## config.mk

```make
export PLATFORM = sky130hd
export DESIGN_NAME = mc_ctrl_fsm_flat
export DESIGN_NICKNAME = d
export VERILOG_FILES = /design/src/rtl/mc_ctrl_fsm_if.sv /design/src/rtl/mc_ctrl_fsm.sv /design/src/flat_wrapper.sv
export SDC_FILE = /design/constraint.sdc
export NUM_CORES = 1
export LEC_CHECK = 0
export ABC_AREA = 1
export BUFFER_PORTS_ARGS = -buffer_cell sky130_fd_sc_hd__buf_2
export CAP_MARGIN = 10
export CORE_MARGIN = 2
export CORE_UTILIZATION = 35
export CTS_CLUSTER_DIAMETER = 100
export DETAILED_ROUTE_END_ITERATION = 10
export PLACE_DENSITY = 0.59
export RECOVER_POWER = 50
export SYNTH_ARGS = -nofsm -noshare
export SYNTH_HDL_FRONTEND = slang
export SYNTH_SLANG_ARGS = --single-unit
```

## constraint.sdc

```tcl
create_clock -name clk -period 2.55 [get_ports clk]
set_input_delay 0.3825 -clock clk [delete_from_list [all_inputs] [get_ports clk]]
set_output_delay 0.3825 -clock clk [all_outputs]
set_load 0.05 [all_outputs]
```

## src/rtl/mc_ctrl_fsm_if.sv

```systemverilog
// Unified memory port between the multicycle controller and the memory.
// The controller drives the request, address select and store strobe.
interface mc_ctrl_fsm_if;
    logic mem_req;
    logic mem_ready;
    logic AdrSrc;
    logic MemWrite;

    modport master (output mem_req, output AdrSrc, output MemWrite, input mem_ready);
    modport slave  (input mem_req, input AdrSrc, input MemWrite, output mem_ready);
endinterface

```

## src/rtl/mc_ctrl_fsm.sv

```systemverilog
// Multicycle RV32I control FSM: sequences fetch/decode/execute/writeback over a
// shared ALU, with a memory ready handshake, illegal-opcode trap and retire counter.
module mc_ctrl_fsm #(
    parameter bit USE_READY   = 1'b1,
    parameter bit TRAP_RESUME = 1'b0,
    parameter int CNT_W       = 32
) (
    input  logic             clk,
    input  logic             reset,
    mc_ctrl_fsm_if.master    mem,
    input  logic [6:0]       opcode,
    input  logic             Btaken,
    output logic             IRWrite,
    output logic             PCWrite,
    output logic             RegWrite,
    output logic [1:0]       ResultSrc,
    output logic [1:0]       ALUSrc_A,
    output logic [1:0]       ALUSrc_B,
    output logic [1:0]       ALUop,
    output logic [2:0]       ImmSrc,
    output logic             Branch,
    output logic             Csr,
    output logic             illegal,
    output logic             instr_done,
    output logic [CNT_W-1:0] instret,
    output logic [3:0]       state
);

    typedef enum logic [3:0] {
        FETCH    = 4'd0,  DECODE = 4'd1,  MEMADR = 4'd2,  MEMREAD = 4'd3,
        MEMWB    = 4'd4,  MEMWRITE = 4'd5, EXECR = 4'd6, EXECI   = 4'd7,
        ALUWB    = 4'd8,  BRANCH = 4'd9,  JAL    = 4'd10, JALR   = 4'd11,
        LINK     = 4'd12, UPPER  = 4'd13, CSR    = 4'd14, TRAP   = 4'd15
    } state_t;

    localparam logic [6:0] OP_LW    = 7'b0000011;
    localparam logic [6:0] OP_SW    = 7'b0100011;
    localparam logic [6:0] OP_R     = 7'b0110011;
    localparam logic [6:0] OP_I     = 7'b0010011;
    localparam logic [6:0] OP_B     = 7'b1100011;
    localparam logic [6:0] OP_JAL   = 7'b1101111;
    localparam logic [6:0] OP_JALR  = 7'b1100111;
    localparam logic [6:0] OP_LUI   = 7'b0110111;
    localparam logic [6:0] OP_AUIPC = 7'b0010111;
    localparam logic [6:0] OP_CSR   = 7'b1110011;

    state_t cur, nxt;
    logic   ready;
    logic   req_d, irw_d, pcupd_d, mw_d, rw_d, adr_d;

    assign ready = USE_READY ? mem.mem_ready : 1'b1;

    always_ff @(posedge clk) begin
        if (reset) cur <= FETCH;
        else       cur <= nxt;
    end

    always_comb begin
        nxt = cur;
        case (cur)
            FETCH:    if (ready) nxt = DECODE;
            DECODE: begin
                case (opcode)
                    OP_LW, OP_SW:      nxt = MEMADR;
                    OP_R:              nxt = EXECR;
                    OP_I:              nxt = EXECI;
                    OP_B:              nxt = BRANCH;
                    OP_JAL:            nxt = JAL;
                    OP_JALR:           nxt = JALR;
                    OP_LUI, OP_AUIPC:  nxt = UPPER;
                    OP_CSR:            nxt = CSR;
                    default:           nxt = TRAP;
                endcase
            end
            MEMADR:   nxt = (opcode == OP_LW) ? MEMREAD : MEMWRITE;
            MEMREAD:  if (ready) nxt = MEMWB;
            MEMWB:    nxt = FETCH;
            MEMWRITE: if (ready) nxt = FETCH;
            EXECR:    nxt = ALUWB;
            EXECI:    nxt = ALUWB;
            ALUWB:    nxt = FETCH;
            BRANCH:   nxt = FETCH;
            JAL:      nxt = ALUWB;
            JALR:     nxt = LINK;
            LINK:     nxt = ALUWB;
            UPPER:    nxt = ALUWB;
            CSR:      nxt = FETCH;
            TRAP:     nxt = TRAP_RESUME ? FETCH : TRAP;
            default:  nxt = FETCH;
        endcase
    end

    always_comb begin
        req_d     = 1'b0;
        adr_d     = 1'b0;
        irw_d     = 1'b0;
        pcupd_d   = 1'b0;
        mw_d      = 1'b0;
        rw_d      = 1'b0;
        ResultSrc = 2'b00;
        ALUSrc_A  = 2'b00;
        ALUSrc_B  = 2'b00;
        ALUop     = 2'b00;
        ImmSrc    = 3'b000;
        Branch    = 1'b0;
        Csr       = 1'b0;
        case (cur)
            FETCH: begin
                req_d = 1'b1; ALUSrc_A = 2'b11; ALUSrc_B = 2'b10; ResultSrc = 2'b10;
                irw_d = ready; pcupd_d = ready;
            end
            DECODE: begin
                ALUSrc_A = 2'b01; ALUSrc_B = 2'b01;
                ImmSrc   = (opcode == OP_JAL) ? 3'b011 : 3'b010;
            end
            MEMADR: begin
                ALUSrc_B = 2'b01;
                ImmSrc   = (opcode == OP_SW) ? 3'b001 : 3'b000;
            end
            MEMREAD:  begin req_d = 1'b1; adr_d = 1'b1; end
            MEMWB:    begin ResultSrc = 2'b01; rw_d = 1'b1; end
            MEMWRITE: begin req_d = 1'b1; adr_d = 1'b1; mw_d = 1'b1; end
            EXECR:    ALUop = 2'b10;
            EXECI:    begin ALUSrc_B = 2'b01; ALUop = 2'b10; end
            ALUWB:    rw_d = 1'b1;
            BRANCH:   begin ALUop = 2'b01; ImmSrc = 3'b010; Branch = 1'b1; end
            JAL:      begin ALUSrc_A = 2'b01; ALUSrc_B = 2'b10; pcupd_d = 1'b1; end
            JALR:     begin ALUSrc_B = 2'b01; ResultSrc = 2'b10; pcupd_d = 1'b1; end
            LINK:     begin ALUSrc_A = 2'b01; ALUSrc_B = 2'b10; end
            UPPER: begin
                ImmSrc   = 3'b100; ALUSrc_B = 2'b01;
                ALUSrc_A = (opcode == OP_LUI) ? 2'b10 : 2'b01;
            end
            CSR:      begin Csr = 1'b1; ALUSrc_B = 2'b01; rw_d = 1'b1; end
            default:  ;
        endcase
    end

    // Write strobes are suppressed while reset is high, even mid-stall.
    assign mem.mem_req  = req_d & ~reset;
    assign mem.AdrSrc   = adr_d;
    assign mem.MemWrite = mw_d & ~reset;
    assign IRWrite      = irw_d & ~reset;
    assign PCWrite      = (pcupd_d | (Branch & Btaken)) & ~reset;
    assign RegWrite     = rw_d & ~reset;
    assign state        = cur;

    assign instr_done = (nxt == FETCH) && (cur != FETCH) && (cur != TRAP) && !reset;

    always_ff @(posedge clk) begin
        if (reset) begin
            instret <= '0;
            illegal <= 1'b0;
        end else begin
            if (instr_done)   instret <= instret + CNT_W'(1);
            if (nxt == TRAP)  illegal <= 1'b1;
        end
    end

endmodule

```

## src/flat_wrapper.sv

```systemverilog
// flat-port wrapper written by rule: the top's interface ports become plain ports
module mc_ctrl_fsm_flat 
#(
    parameter bit USE_READY   = 1'b1,
    parameter bit TRAP_RESUME = 1'b0,
    parameter int CNT_W       = 32
)
  (clk, reset, opcode, Btaken, IRWrite, PCWrite, RegWrite, ResultSrc, ALUSrc_A, ALUSrc_B, ALUop, ImmSrc, Branch, Csr, illegal, instr_done, instret, state, mem_mem_req, mem_AdrSrc, mem_MemWrite, mem_mem_ready);
  mc_ctrl_fsm_if mem_i ();
  input  logic clk;
  input  logic reset;
  input  logic [6:0] opcode;
  input  logic Btaken;
  output logic IRWrite;
  output logic PCWrite;
  output logic RegWrite;
  output logic [1:0] ResultSrc;
  output logic [1:0] ALUSrc_A;
  output logic [1:0] ALUSrc_B;
  output logic [1:0] ALUop;
  output logic [2:0] ImmSrc;
  output logic Branch;
  output logic Csr;
  output logic illegal;
  output logic instr_done;
  output logic [CNT_W-1:0] instret;
  output logic [3:0] state;
  output wire logic [$bits(mem_i.mem_req)-1:0] mem_mem_req;
  output wire logic [$bits(mem_i.AdrSrc)-1:0] mem_AdrSrc;
  output wire logic [$bits(mem_i.MemWrite)-1:0] mem_MemWrite;
  input wire logic [$bits(mem_i.mem_ready)-1:0] mem_mem_ready;
  assign mem_mem_req = mem_i.mem_req;
  assign mem_AdrSrc = mem_i.AdrSrc;
  assign mem_MemWrite = mem_i.MemWrite;
  assign mem_i.mem_ready = mem_mem_ready;
  mc_ctrl_fsm #(.USE_READY(USE_READY), .TRAP_RESUME(TRAP_RESUME), .CNT_W(CNT_W)) u_core (.clk(clk), .reset(reset), .mem(mem_i), .opcode(opcode), .Btaken(Btaken), .IRWrite(IRWrite), .PCWrite(PCWrite), .RegWrite(RegWrite), .ResultSrc(ResultSrc), .ALUSrc_A(ALUSrc_A), .ALUSrc_B(ALUSrc_B), .ALUop(ALUop), .ImmSrc(ImmSrc), .Branch(Branch), .Csr(Csr), .illegal(illegal), .instr_done(instr_done), .instret(instret), .state(state));
endmodule
```

; ---- Word-level counts from Yosys, hierarchy flattened
; Index checks and enable logic that the tools add are counted.
[totals]
out_inout_bits = 57
word_cells = 81
in_bits = 11
regBits = 37
[classes]
n_bitwise = 8
eq_ne = 27
add_sub_neg = 1
n_reduce_logical = 20
mux = 22
[ops]
columns = op, n
row1 = 4-bit == test (second input constant), 9
row2 = 4-bit one-hot mux with 9 select lines, 1
row3 = 32-bit by 1-bit adder with 32-bit output (second input constant), 1
row4 = 4-bit one-hot mux with 8 select lines, 1
row5 = 7-bit == test (second input constant), 4
row6 = 7-bit by 6-bit == test with 1-bit output (second input constant), 3
row7 = 4-bit by 3-bit == test with 1-bit output (second input constant), 4
row8 = 7-bit by 5-bit == test with 1-bit output (second input constant), 2
row9 = 4-bit two-way mux, 3
row10 = 2-bit one-hot mux with 2 select lines, 3
row11 = 3-bit one-hot mux with 4 select lines, 1
row12 = 2-bit OR reduction, 6
row13 = 3-bit OR reduction, 4
row14 = 1-bit two-way mux, 9
row15 = 4-bit by 2-bit == test with 1-bit output (second input constant), 2
row16 = 4-bit logical NOT, 2
row17 = 7-bit by 2-bit == test with 1-bit output (second input constant), 1
row18 = 1-bit AND, 6
row19 = 2-bit one-hot mux with 3 select lines, 1
row20 = 6-bit OR reduction, 1
row21 = 5-bit OR reduction, 1
row22 = 4-bit by 1-bit == test with 1-bit output (second input constant), 1
row23 = 4-bit inequality test (second input constant), 1
row24 = 4-bit nonzero test, 1
row25 = other kinds (8), 10

; ---- Depth between registers and ports, before layout
[depth]
depth_word = 8
ltp_mapped = 14
ltp_nobuf = 13

; ---- Worst setup path before layout
; No wires, ideal clock.
[synth_path]
path_type = register to output
from = register u_core.cur[3], in the netlist u_core.state[3]
to = output PCWrite
t_arrival_ps = 2617
t_required_ps = 2168
n_path_buf = 0
stages_incl_launch_ff = 7
slack_ps = -450
cell_sequence = dfxtp_1 inv_2 nor2_1 inv_1 nor2_1 a221oi_1 nor2_1
[synth_via]
elab_chain_len = 5
word_cells_on_any_way = 10
cone_classes = eq/ne (3) / mux (2) / bitwise (3) / reduce/logical (2)
[synth_rtl]
columns = element, line_no
row1 = start: declaration, mc_ctrl_fsm.sv:47  ; state_t cur, nxt;
row2 = start signal: assignment, mc_ctrl_fsm.sv:55  ; else cur <= nxt;
row3 = 4-bit == test, mc_ctrl_fsm.sv:107  ; case (cur)
row4 = 1-bit two-way mux, mc_ctrl_fsm.sv:107
row5 = via Branch, flat_wrapper.sv:22  ; output logic Branch;
row6 = 1-bit AND, mc_ctrl_fsm.sv:144  ; assign PCWrite = (pcupd_d | (Branch & Btaken)) & ~reset;
row7 = 1-bit OR, mc_ctrl_fsm.sv:144
row8 = 1-bit AND, mc_ctrl_fsm.sv:144
row9 = end: declaration, flat_wrapper.sv:15  ; output logic PCWrite;
; The timed path passes the listed nets, and every way through them passes these cells.

; ---- Final worst setup path
[layout_path]
from = register u_core.cur[1], in the netlist u_core.state[1]
to = output instr_done
[layout_via]
elab_chain_len = 7
word_cells_on_any_way = 28
cone_classes = eq/ne (16) / mux (4) / reduce/logical (8)
[layout_rtl]
columns = element, line_no
row1 = 4-bit == test / 4-bit by 3-bit == test with 1-bit output (equally long branches), mc_ctrl_fsm.sv:60  ; case (cur)
row2 = 5-bit OR reduction (no source line) / 4-bit OR reduction (equally long branches), -
row3 = 4-bit one-hot mux with 9 select lines, mc_ctrl_fsm.sv:60
row4 = 4-bit logical NOT, mc_ctrl_fsm.sv:148  ; assign instr_done = (nxt == FETCH) && (cur != FETCH) && (cur != TRAP) && !reset;
row5 = 1-bit logical AND, mc_ctrl_fsm.sv:148
row6 = 1-bit logical AND * (2 in series), mc_ctrl_fsm.sv:148
row7 = end: declaration, flat_wrapper.sv:25  ; output logic instr_done;
; Every way passes the cells marked *; elsewhere a longest branch is shown, timed or not.

==> results by group <==
GRT
  – Total GRT Usage: 17.0%
  – Global-route wire length before repair: 10500 um
  – Vias in the first global route: 2377
  – Initial antenna violation count: 0
  – Largest net degree at the start of global routing: 33
  – Grt total ovfl: 0

Logic synthesis
  – Synth Warn #: 0
  – Fraction of the yosys area taken by sequential cells: 30.5%
  – Synth async-reset ratio: 0%
  – Synth Register Bits: 37
  – Count leader, synth: nor2_1
  – Post-synth EDFFs: 0
  – Yosys top cell area share: 30.5%
  – Synth area leaders: dfxtp_1 (31%), nor2_1 (15%), nand2_1 (15%)
  – Synthesized instance count: 391
  – Distinct cells, synth: 34
  – Main flop type after synthesis: dfxtp_1
  – Synthesized area per cell: 6.20 um^2
  – Cell taking the most area after synthesis: dfxtp_1
  – Syn nets: 403
  – Commonest cells in the netlist: nor2_1 (98), nand2_1 (96), inv_1 (39)
  – Mapped Area: 2420 um^2

Floorplan
  – Die area: 7610 um^2
  – Die height: 87.2 um
  – Ports: 68
  – Initial Utilization: 35.9%
  – CORE AREA: 6760 um^2
  – Row count: 30
  – Chip width: 87.2 um

Power
  – Clock network power share: 15.0%
  – Overall power: 2.73 mW
  – P_int: 1.16 mW
  – Sw Ratio: 57.6%
  – P_leak: 1.16 nW
  – VDD IR-drop max: 1170 uV
  – Combinational Power Share: 60.7%
  – PwrDens: 955 nW/um^2
  – Flop pwr share: 24.3%
  – Sw power: 1.57 mW

Clock network
  – Hold Buf Count CTS: 0
  – H-tree Lvls: 2
  – Clock Sinks: 37
  – Clock transition at path regs: 0.08 ns
  – CTS tree: built
  – Post-CTS Setup Repair Bufs: 0
  – Post-CTS sizing: 0
  – Num CTS Buffers: 5
  – Worst skew pair latency: 0.30 ns
  – Clk root buf: clkbuf_8
  – Clock buffer depth: 2

STA
  – Fmax: 0.419 GHz
  – Finish-stage setup viols: 0
  – Fin. max-slew vios: 0
  – Worst Tran Pin Value: 0.679 ns
  – Post-route clock period utilization: 93.7%
  – Count of final hold-check violations: 0
  – Final Critical Period: 2.39 ns
  – Slew margin rel.: 54.7%
  – Final Skew: 0.00871 ns
  – RSZ-0062 raised after global routing: false

Layout
  – Nets: 471
  – Fraction of layout cells with a size suffix above 1: 18.3%
  – Area grow syn2layout: 18.0%
  – N_diodes: 0
  – Final core occ: 42.3%
  – Register Area: 741 um^2
  – Area occupied by multi-input gates: 1460 um^2
  – Final cell count without fillers: 540
  – Fill count: 754

Worst setup path
  – R2r setup slk: 0.44 ns
  – Bufs and invs on worst path: 3
  – Crit-path max FO: 7
  – Most common cell on crit path: nor2_4
  – Worst setup EP type: output port
  – CP peak stage delay: 0.48 ns
  – Worst path cell trace: inv_2 -> nand2_2 -> nor2_4 -> inv_1 -> nor3_4 -> nor2_4 -> nand4_4 -> nor2_2 -> buf_2
  – Worst R2R Start: u_core.state[1]$_SDFF_PP0_
  – Critical Path Start: u_core.state[1]$_SDFF_PP0_
  – R2r worst-path depth: 12
  – Largest delay share family, worst path: simple AND/OR/NAND/NOR gates
  – FF-to-FF End: u_core.instret[21]$_SDFFE_PP0P_
  – CP Launch Type: flop
  – CP Class: flop to output port
  – Slowest cell on the critical path: dfxtp_1
  – WP data required: 2.17 ns
  – Worst Path Arrival: 2.01 ns

Hold path
  – Worst Hold Path EP: u_core.instret[0]$_SDFFE_PP0P_
  – Hold/Removal Path Class: input pin to flop
  – Min-delay src: reset
  – Hold depth: 2

Drt
  – WL per Instance: 11.3 um
  – Routed WL: 6120 um
  – Post-route ant nets: 0
  – Drt pass-1 iters: 4
  – Drt initial violations: 100
  – DR vias: 2568
  – DRC: 0
  – Drt via density: 4.76

Place
  – PortBufs: 67
  – Cells after DPL: 532
  – GPL Wtd Cong: 0.822
  – Dpl hpwl: 4610 um

Outcome
  – Status: finished, final reports clean

Run
  – Max_cap viols: 0
kinds of logic after synthesis:
family / Yosys count / share of synthesized area [%]
XOR/XNOR: 1 / 0.361
buffers and inverters: 55 / 10.1
adder cells (fa/ha/maj): 1 / 0.516
flip-flops: 37 / 30.5
AO/OA/AOI/OAI: 42 / 11.5
AND/OR/NAND/NOR: 255 / 47.0
sequential cells by signal (all words and copies together) (netlist names):
signal and count:
u_core.instret 32, u_core.illegal 1, u_core.state 4
cell type report:
type                    instances  share of cell area [%]
multi-input cells             299                    50.9
flip-flops and latches         37                    25.9
repair buffers                 70                    10.7
inverters                      46                    6.12
well taps                      80                    3.50
clock buffers                   6                    2.54
clock inverters                 2                   0.350
power groups by stage:
stage	registers [mW]	logic (mW)	clock network [mW]
2_1_floorplan	0.781	1.34	0
4_1_cts	0.664	1.69	0.429
5_1_grt	0.670	1.77	0.456
3_3_place_gp	0.677	1.68	0
3_5_place_dp	0.676	1.68	0
6_report	0.665	1.66	0.409
metal layers:
metal | GRT usage [%] | wire, um | vias up
li1 | - | - | 1361
met3 | 3.89 | 264 | 8
met4 | 4.62 | 82 | 0
met1 | 22.4 | 3020 | 1144
met5 | 0 | 0 | -
met2 | 28.0 | 2750 | 55
cells in the final DEF, fill, tap and decap left out:
master	Yosys	final
nor3b_1	1	1
o211ai_2	1	1
inv_4	1	1
inv_2	6	6
o21bai_2	2	2
nand2_4	1	1
nand3_1	25	25
clkbuf_1	2	42
nor3_4	1	1
inv_1	39	39
dfxtp_1	37	37
a21oi_2	9	9
ha_1	1	1
o31ai_1	2	1
nand4_4	1	1
o21ai_0	4	4
clkbuf_8	0	5
xor2_1	1	1
o31ai_2	0	1
a221oi_1	1	1
nor2_4	4	4
clkinv_2	0	2
and3_1	1	1
o21ai_2	1	1
buf_2	2	26
nor2_1	98	96
buf_4	1	3
nand3_2	4	4
nand2_2	3	3
nand2_1	96	96
nor3_1	7	7
o22ai_2	0	1
nor2_2	9	11
a21oi_1	21	21
nand4_1	3	3
nor3_2	1	1
worst max-delay path by stage:
stage | endpoint | slack [ns] | depth (start not counted)
final | instr_done | 0.16 | 9
after global routing | instr_done | 0.009 | 10
after CTS | instr_done | 0.12 | 9
after detailed placement | u_core.instret[21]$_SDFFE_PP0P_ | 0.36 | 13
after global placement | u_core.instret[21]$_SDFFE_PP0P_ | 0.40 | 13
after floorplan | ALUSrc_A[0] | -0.03 | 4
metrics by stage:
step / setup TNS (ns) / hold WS, ns / setup slack (ns) / area [um^2]
2_1_floorplan: -0.0423 / 0.463 / -0.0306 / 2440
3_3_place_gp: 0 / 0.439 / 0.403 / 2830
3_5_place_dp: 0 / 0.452 / 0.363 / 2830
4_1_cts: 0 / 0.423 / 0.117 / 2910
5_1_grt: 0 / 0.433 / 0.00929 / 2860
6_report: 0 / 0.429 / 0.161 / 2860
Note: power is estimated with default switching activity, not from simulation.
